===== config.mk =====
export PLATFORM = sky130hd
export DESIGN_NAME = varredura_display
export DESIGN_NICKNAME = d
export VERILOG_FILES = /design/src/rtl/varredura_display.sv
export SDC_FILE = /design/constraint.sdc
export NUM_CORES = 1
export LEC_CHECK = 0
export CORE_UTILIZATION = 40
export CTS_CLUSTER_DIAMETER = 50
export DETAILED_ROUTE_END_ITERATION = 10
export SYNTH_ARGS = -nofsm -noshare
export SYNTH_HDL_FRONTEND = slang
export SYNTH_SLANG_ARGS = --single-unit

===== constraint.sdc =====
create_clock -name clock -period 1.78 [get_ports clock]
set_clock_uncertainty 0.05 [all_clocks]
set_input_delay 0.445 -clock clock [delete_from_list [all_inputs] [get_ports clock]]
set_output_delay 0.445 -clock clock [all_outputs]
set_load 0.02 [all_outputs]

===== src/rtl/varredura_display.sv =====
// rtl/varredura_display.sv - four-digit multiplexed 7-segment scan controller
// Per-slot blanking, masked-digit skipping and an end-of-sweep pulse.
module varredura_display #(
  parameter int DIV   = 50000,
  parameter int BLANK = 500
) (
  input  logic       clock,
  input  logic       reset,
  input  logic       habilita,
  input  logic [3:0] mascara,
  output logic [1:0] seletor,
  output logic [3:0] digitos,
  output logic       quadro
);

  localparam int CW = $clog2(DIV);
  localparam logic [CW-1:0] LAST    = CW'(DIV - 1);
  localparam logic [CW-1:0] BLANK_C = CW'(BLANK);

  logic [CW-1:0] cont, cont_next;
  logic [1:0]    sel_next;
  logic [3:0]    mascara_q;
  logic [3:0]    dig_next;
  logic          quadro_next;
  logic          in_blank;

  // First enabled digit in order s+1, s+2, s+3, s; holds when nothing is enabled.
  function automatic logic [1:0] next_idx(input logic [1:0] s, input logic [3:0] m);
    logic [1:0] r;
    logic [1:0] c;
    r = s;
    for (int i = 4; i >= 1; i--) begin
      c = s + 2'(i);
      if (m[c]) r = c;
    end
    return r;
  endfunction

  always_comb begin
    cont_next   = cont;
    sel_next    = seletor;
    quadro_next = 1'b0;
    if (habilita) begin
      if (cont == LAST) begin
        cont_next   = '0;
        sel_next    = next_idx(seletor, mascara_q);
        quadro_next = (sel_next <= seletor);
      end else begin
        cont_next = cont + 1'b1;
      end
    end
  end

  generate
    if (BLANK == 0) begin : g_no_blank
      assign in_blank = 1'b0;
    end else begin : g_blank
      assign in_blank = (cont_next < BLANK_C);
    end
  endgenerate

  // Anodes come from next-state values so they line up with seletor on the same edge.
  always_comb begin
    dig_next = 4'b1111;
    if (habilita && !in_blank && mascara[sel_next])
      dig_next = ~(4'b0001 << sel_next);
  end

  always_ff @(posedge clock) begin
    if (reset) begin
      cont      <= '0;
      seletor   <= 2'd0;
      mascara_q <= 4'b0000;
      digitos   <= 4'b1111;
      quadro    <= 1'b0;
    end else begin
      cont      <= cont_next;
      seletor   <= sel_next;
      mascara_q <= mascara;
      digitos   <= dig_next;
      quadro    <= quadro_next;
    end
  end

endmodule


Yosys cells after proc, flatten, opt, wreduce, memory -nomap -nowiden
Cells that the tools add are included.
W data, S select, Z words.
{ "totals": {"register_bits": 27, "in_bits": 7, "wordCells": 43} }
{ "classes": {"n_addsub": 4, "magnitude_cmp": 6, "eq_ne": 1, "shift": 1, "n_mux": 17, "n_bitwise": 4, "n_reduce_logical": 5} }
{ "op_table": {"columns": ["operator", "count"], "rows": [
  ["$mux W16", 2],
  ["$add A16 B1 Y16 const B", 1],
  ["$eq A16 B16 Y1 const B", 1],
  ["$lt A16 B9 Y1 const B", 1],
  ["$mux W2", 7],
  ["$lt A2 B3 Y1 const B", 4],
  ["$bmux W1 S2", 4],
  ["$add A2 B2 Y2 const B", 2],
  ["$mux W1", 4],
  ["$not A4 Y4", 1],
  ["$shl A1 B2 Y4 const A", 1],
  ["$not A1 Y1", 3],
  ["$reduce_or A3 Y1", 1],
  ["$add A2 B1 Y2 const B", 1],
  ["$le A2 B2 Y1", 1],
  ["$logic_and A1 B1 Y1", 2],
  ["$reduce_or A2 Y1", 1],
  ["$logic_not A1 Y1", 1]
]} }

Depth between registers and ports, before layout
Gate-level depths: netlist (run 1).
{ "logic_depth": {"ltp_word": 15, "depth_mapped": 9} }

Worst setup path after synthesis (run 1)
No wires, ideal clock.
{ "synth_timing": {"path_type": "flip-flop to flip-flop", "from": "reg cont[0]", "to": "reg digitos[0]", "setup_ns": 0.064, "arrival_time_ns": 1.823, "t_required_ns": 1.666, "slack_ns": -0.157, "stages_incl_launch_ff": 8, "n_path_buf": 0, "synth_period_minus_slack_ns": 1.937, "cell_sequence": "dfxtp_1 -> ha_1 -> nand4_2 -> nor4_1 -> xnor2_1 -> o21ai_0 -> a2111o_1 -> nand4_1"} }
{ "synth_via": {"elab_chain_cells": 9, "elab_cells_between_ends": 16, "cone_classes": "add/sub: 1; order compare: 1; eq/ne: 1; shift: 1; mux: 6; bitwise: 2; reduce/logical: 4"} }
{ "synth_lines": {"columns": ["element", "line_no", "source"], "rows": [
  ["from (decl)", "20", "logic [CW-1:0] cont, cont_next;"],
  ["from (signal assigned)", "77", "cont <= cont_next;"],
  ["$add A16 B1 Y16 or $eq A16 B16 Y1 (tied branches)", "49, 44", null],
  ["$mux W16", "44", "if (cont == LAST) begin"],
  ["$mux W16", "43", "if (habilita) begin"],
  ["$lt A16 B9 Y1", "58", "assign in_blank = (cont_next < BLANK_C);"],
  ["$logic_not A1 Y1", "65", "if (habilita && !in_blank && mascara[sel_next])"],
  ["$logic_and A1 B1 Y1 (2 in series)", "65", null],
  ["$not A1 Y1 (no source line)", null, null],
  ["$reduce_or A2 Y1 (no source line)", null, null],
  ["to (signal assigned)", "80", "digitos <= dig_next;"],
  ["to (decl)", "12", "output logic [3:0] digitos,"]
]} }
Several ways; a longest one is shown, not always the timed one. The select of a mux whose other input is x is not followed.
A chain may end at the register's enable or synchronous reset.

Worst setup path in the final report (run 1)
{ "layout_timing": {"from": "reg cont[1]", "to": "reg digitos[0]"} }
Same word-level chain as after synthesis.

==> results.md, run 1 <==
* Layout cell share with drive strength beyond 1 at 0.388
* P_leak at 0.911 nW
* Tot GR Track Use at 0.197
* Sequential-to-total area share from yosys stat at 0.397
* Critical Path AT at 2.14 ns
* Placed Cells at 240
* Worst path required time at 2.00 ns
* Post-DP HPWL at 2460 um
* Routed len/inst at 13.4 um
* Cell Count, Final, Fillers Out at 253
* Syn Nets at 165
* Die Ht at 60.4 um
* Antenna diodes at 0
* Total wire length at 3400 um
* Antenna violations before repair at 0
* CTS tree: yes
* Die Wd at 60.4 um
* Post-synth top area share at 0.397
* Hold Buf Count CTS at 0
* Clock latency on the worst-skew pair at 0.32 ns
* Vias in the first global route at 1238
* Initial Util at 0.432
* DRC Markers at 0
* Tcrit/Tclk final at 1.08
* Async set or reset register ratio after synthesis at 0
* Post-Place Worst Slack at -0.626 ns
* Crit Path Max Fanout at 4
* Clock sink count at 27
* CP max stage cell: a2111o_1
* Final Net Count at 220
* Clock Pin Slew Worst Setup and Hold Paths at 0.14 ns
* CTS H-tree depth at 1
* Synth area leaders: dfxtp_1 40%, nor2_1 6.3%, xnor2_1 5.8%, xor2_1 3.9%, nand2_1 3.3%
* Combinational share of power at 0.103
* Tot Pwr at 0.980 mW
* DIE AREA at 0.00364 mm2
* Hold Path Stages at 3
* Yosys warns at 0
* Normalized max-slew margin at 0.783
* Drt initial violations at 30
* PortBufs at 13
* Worst-margin pin slew at 0.324 ns
* R2r worst-path depth at 8
* Syn Std Cell Area at 0.00136 mm2
* Fmax at 521 MHz
* Pins Over Slew Limit at 0
* Initial DRT Pass Iterations at 4
* VDD IR max at 0.000334 V
* Power Density at 473 mW/mm2
* Worst path top cell family by delay: compound AO/OA/AOI/OAI gates
* Fin area at 0.00207 mm2
* WP buf/inv at 2
* Core ar. at 0.00315 mm2
* Crit path from: cont[1]$_SDFFE_PP0P_
* First-pass GRT wire length at 5330 um
* Setup crit start kind: flop
* Total congestion overflow at 0
* Synth Instances at 155
* Failing checks: negative setup slack
* Yosys top cell by area: dfxtp_1
* Final Setup Violations at 4
* CP Cell Sequence: buf_6 -> buf_4 -> nand2_1 -> o2111ai_1 -> a32oi_1 -> o32ai_2 -> a2111o_1 -> nand4_1
* Outcome: complete, but fails checks
* DP Area at 0.00183 mm2
* Via count at 1286
* Clk network pwr share at 0.267
* Row cnt at 20
* Yosys reg bits at 27
* Setup ws final at -0.138 ns
* Post-synthesis average cell area at 8.79 um2
* Smallest hold slack at 0.572 ns
* Worst min-delay path class: reg -> reg
* Gpl congestion at 0.813
* RSZ-0062 raised after global routing: true
* Min-delay src: cont[15]$_SDFF_PP0_
* Max incr delay on CP at 0.49 ns
* Main synth FF type: dfxtp_1
* Post-synth EDFFs at 0
* Root Driver: clkbuf_4
* Setup tns final at -0.514 ns
* FF-to-FF End: digitos[0]$_SDFF_PP1_
* Setup CP Type: reg -> reg
* Post-route ant nets at 0
* Sequential Power Share at 0.630
* Worst Setup End Kind: flop
* Largest net degree at the start of global routing at 15
* Synth cell types at 37
* CTS Buffer Depth at 2
* Sw Share at 0.234
* Cts bufs inserted at 3
* Final hold vios at 0
* # IOs at 14
* Pint at 0.751 mW
* Via density at 5.08
* Maxcap violations at 0
* Area grow syn2layout at 52.2%
* Hold path endpoint: cont[15]$_SDFF_PP0_
* Final core occ at 0.658
* Register-to-register setup slack at -0.14 ns
* Reg2reg start: cont[1]$_SDFFE_PP0P_
* Psw at 0.229 mW
* Tmin final at 1.92 ns
==> worst max-delay path by stage <==
stage | depth (start not counted) | end | slack (ns)
final | 8 | digitos[0]$_SDFF_PP1_ | -0.14
after global routing | 8 | digitos[3]$_SDFF_PP1_ | -0.20
after CTS | 7 | digitos[0]$_SDFF_PP1_ | -0.11
after detailed placement | 8 | digitos[0]$_SDFF_PP1_ | -0.63
after global placement | 8 | digitos[0]$_SDFF_PP1_ | -0.57
after floorplan | 7 | digitos[0]$_SDFF_PP1_ | 0.001
==> Yosys cell counts (all sizes together) (2+ instances only) <==
| master | count |
|---|---|
| dfxtp | 27 |
| xnor2 | 9 |
| clkbuf | 4 |
| nor3 | 5 |
| nor4 | 4 |
| nand4 | 9 |
| o21ai | 2 |
| and3 | 4 |
| nand3 | 5 |
| inv | 5 |
| mux2i | 2 |
| nor2 | 23 |
| a31oi | 2 |
| nor2b | 7 |
| nand2 | 12 |
| buf | 4 |
| ha | 3 |
| mux2 | 2 |
| xor2 | 6 |
| a21oi | 7 |
==> worst reg2reg max path: cells and delay by family, from the launching register on <==
family                 cells  cell delay [ns]
AND/OR/NAND/NOR            2             0.20
buffers and inverters      2             0.26
flip-flops                 1             0.38
AO/OA/AOI/OAI              4             0.99
==> cell type report <==
class | count | area [um2]
fill | 259 | 1080
multi-input combinational | 115 | 903
sequential | 27 | 569
timing repair buffer | 58 | 500
tap | 44 | 55.1
clock buffer | 4 | 26.3
inverter | 5 | 18.8
==> what timing repair did <==
item | in CTS | in global routing
buffers inserted | 4 | 5
pin swaps | 9 | 11
cloned | 0 | 0
setup endpoints to repair | 20 | 18
resized for setup | 16 | 29
==> cells by family (layout without fill, tap and decap cells) <==
logic type,Yosys count,after routing,share of synthesized area
muxes,4,4,0.0312
AOI/OAI and AO/OA,17,17,0.0817
adders and majority gates,3,3,0.0276
buffers and inverters,13,67,0.0413
and+or+nand+nor,76,76,0.325
DFF,27,27,0.397
xor gates and xnor gates,15,15,0.0964
==> layer usage <==
metal | routed length, um | GRT usage
met2 | 1810 | 0.350
met1 | 1470 | 0.237
met3 | 93 | 0.0320
met4 | 25 | 0.0764
met5 | 0 | 0
==> sequential cells by signal, indices dropped and copies added, names as in the netlist <==
register / count
cont: 16
digitos: 4
mascara_q: 4
quadro: 1
seletor: 2
==> cells in the final DEF (no fill, tap or decap), types with 2 or more instances in the layout <==
cell type	count
xnor2_1	8
dfxtp_1	16
nor2b_1	7
buf_6	6
ha_1	2
nand3_1	4
nor4_4	3
nor2_1	23
nor3_1	4
clkdlybuf4s50_1	5
buf_4	39
nand4_1	6
dlymetal6s2s_1	5
a21oi_1	7
and3_1	4
dfxtp_4	6
xor2_1	5
inv_1	5
a31oi_1	2
dfxtp_2	5
nand4_4	3
mux2i_1	2
nand2_1	11
dlygate4sd2_1	2
clkbuf_4	3
mux2_2	2
==> power groups by stage <==
stage	Combinational, mW	Clock (mW)	Sequential, mW
6_report	0.101	0.262	0.617
3_5_place_dp	0.0781	0	0.638
2_1_floorplan	0.0392	0	0.637
3_3_place_gp	0.0746	0	0.637
5_1_grt	0.110	0.298	0.619
4_1_cts	0.0904	0.267	0.624
Power figures use the tool's default switching activity.
==> run 2, diff against run 1 <==
CTS_CLUSTER_DIAMETER = unset   (was 50)
==> results of run 2 <==
No change in the layout: final DEF, timing and power equal those of run 1.
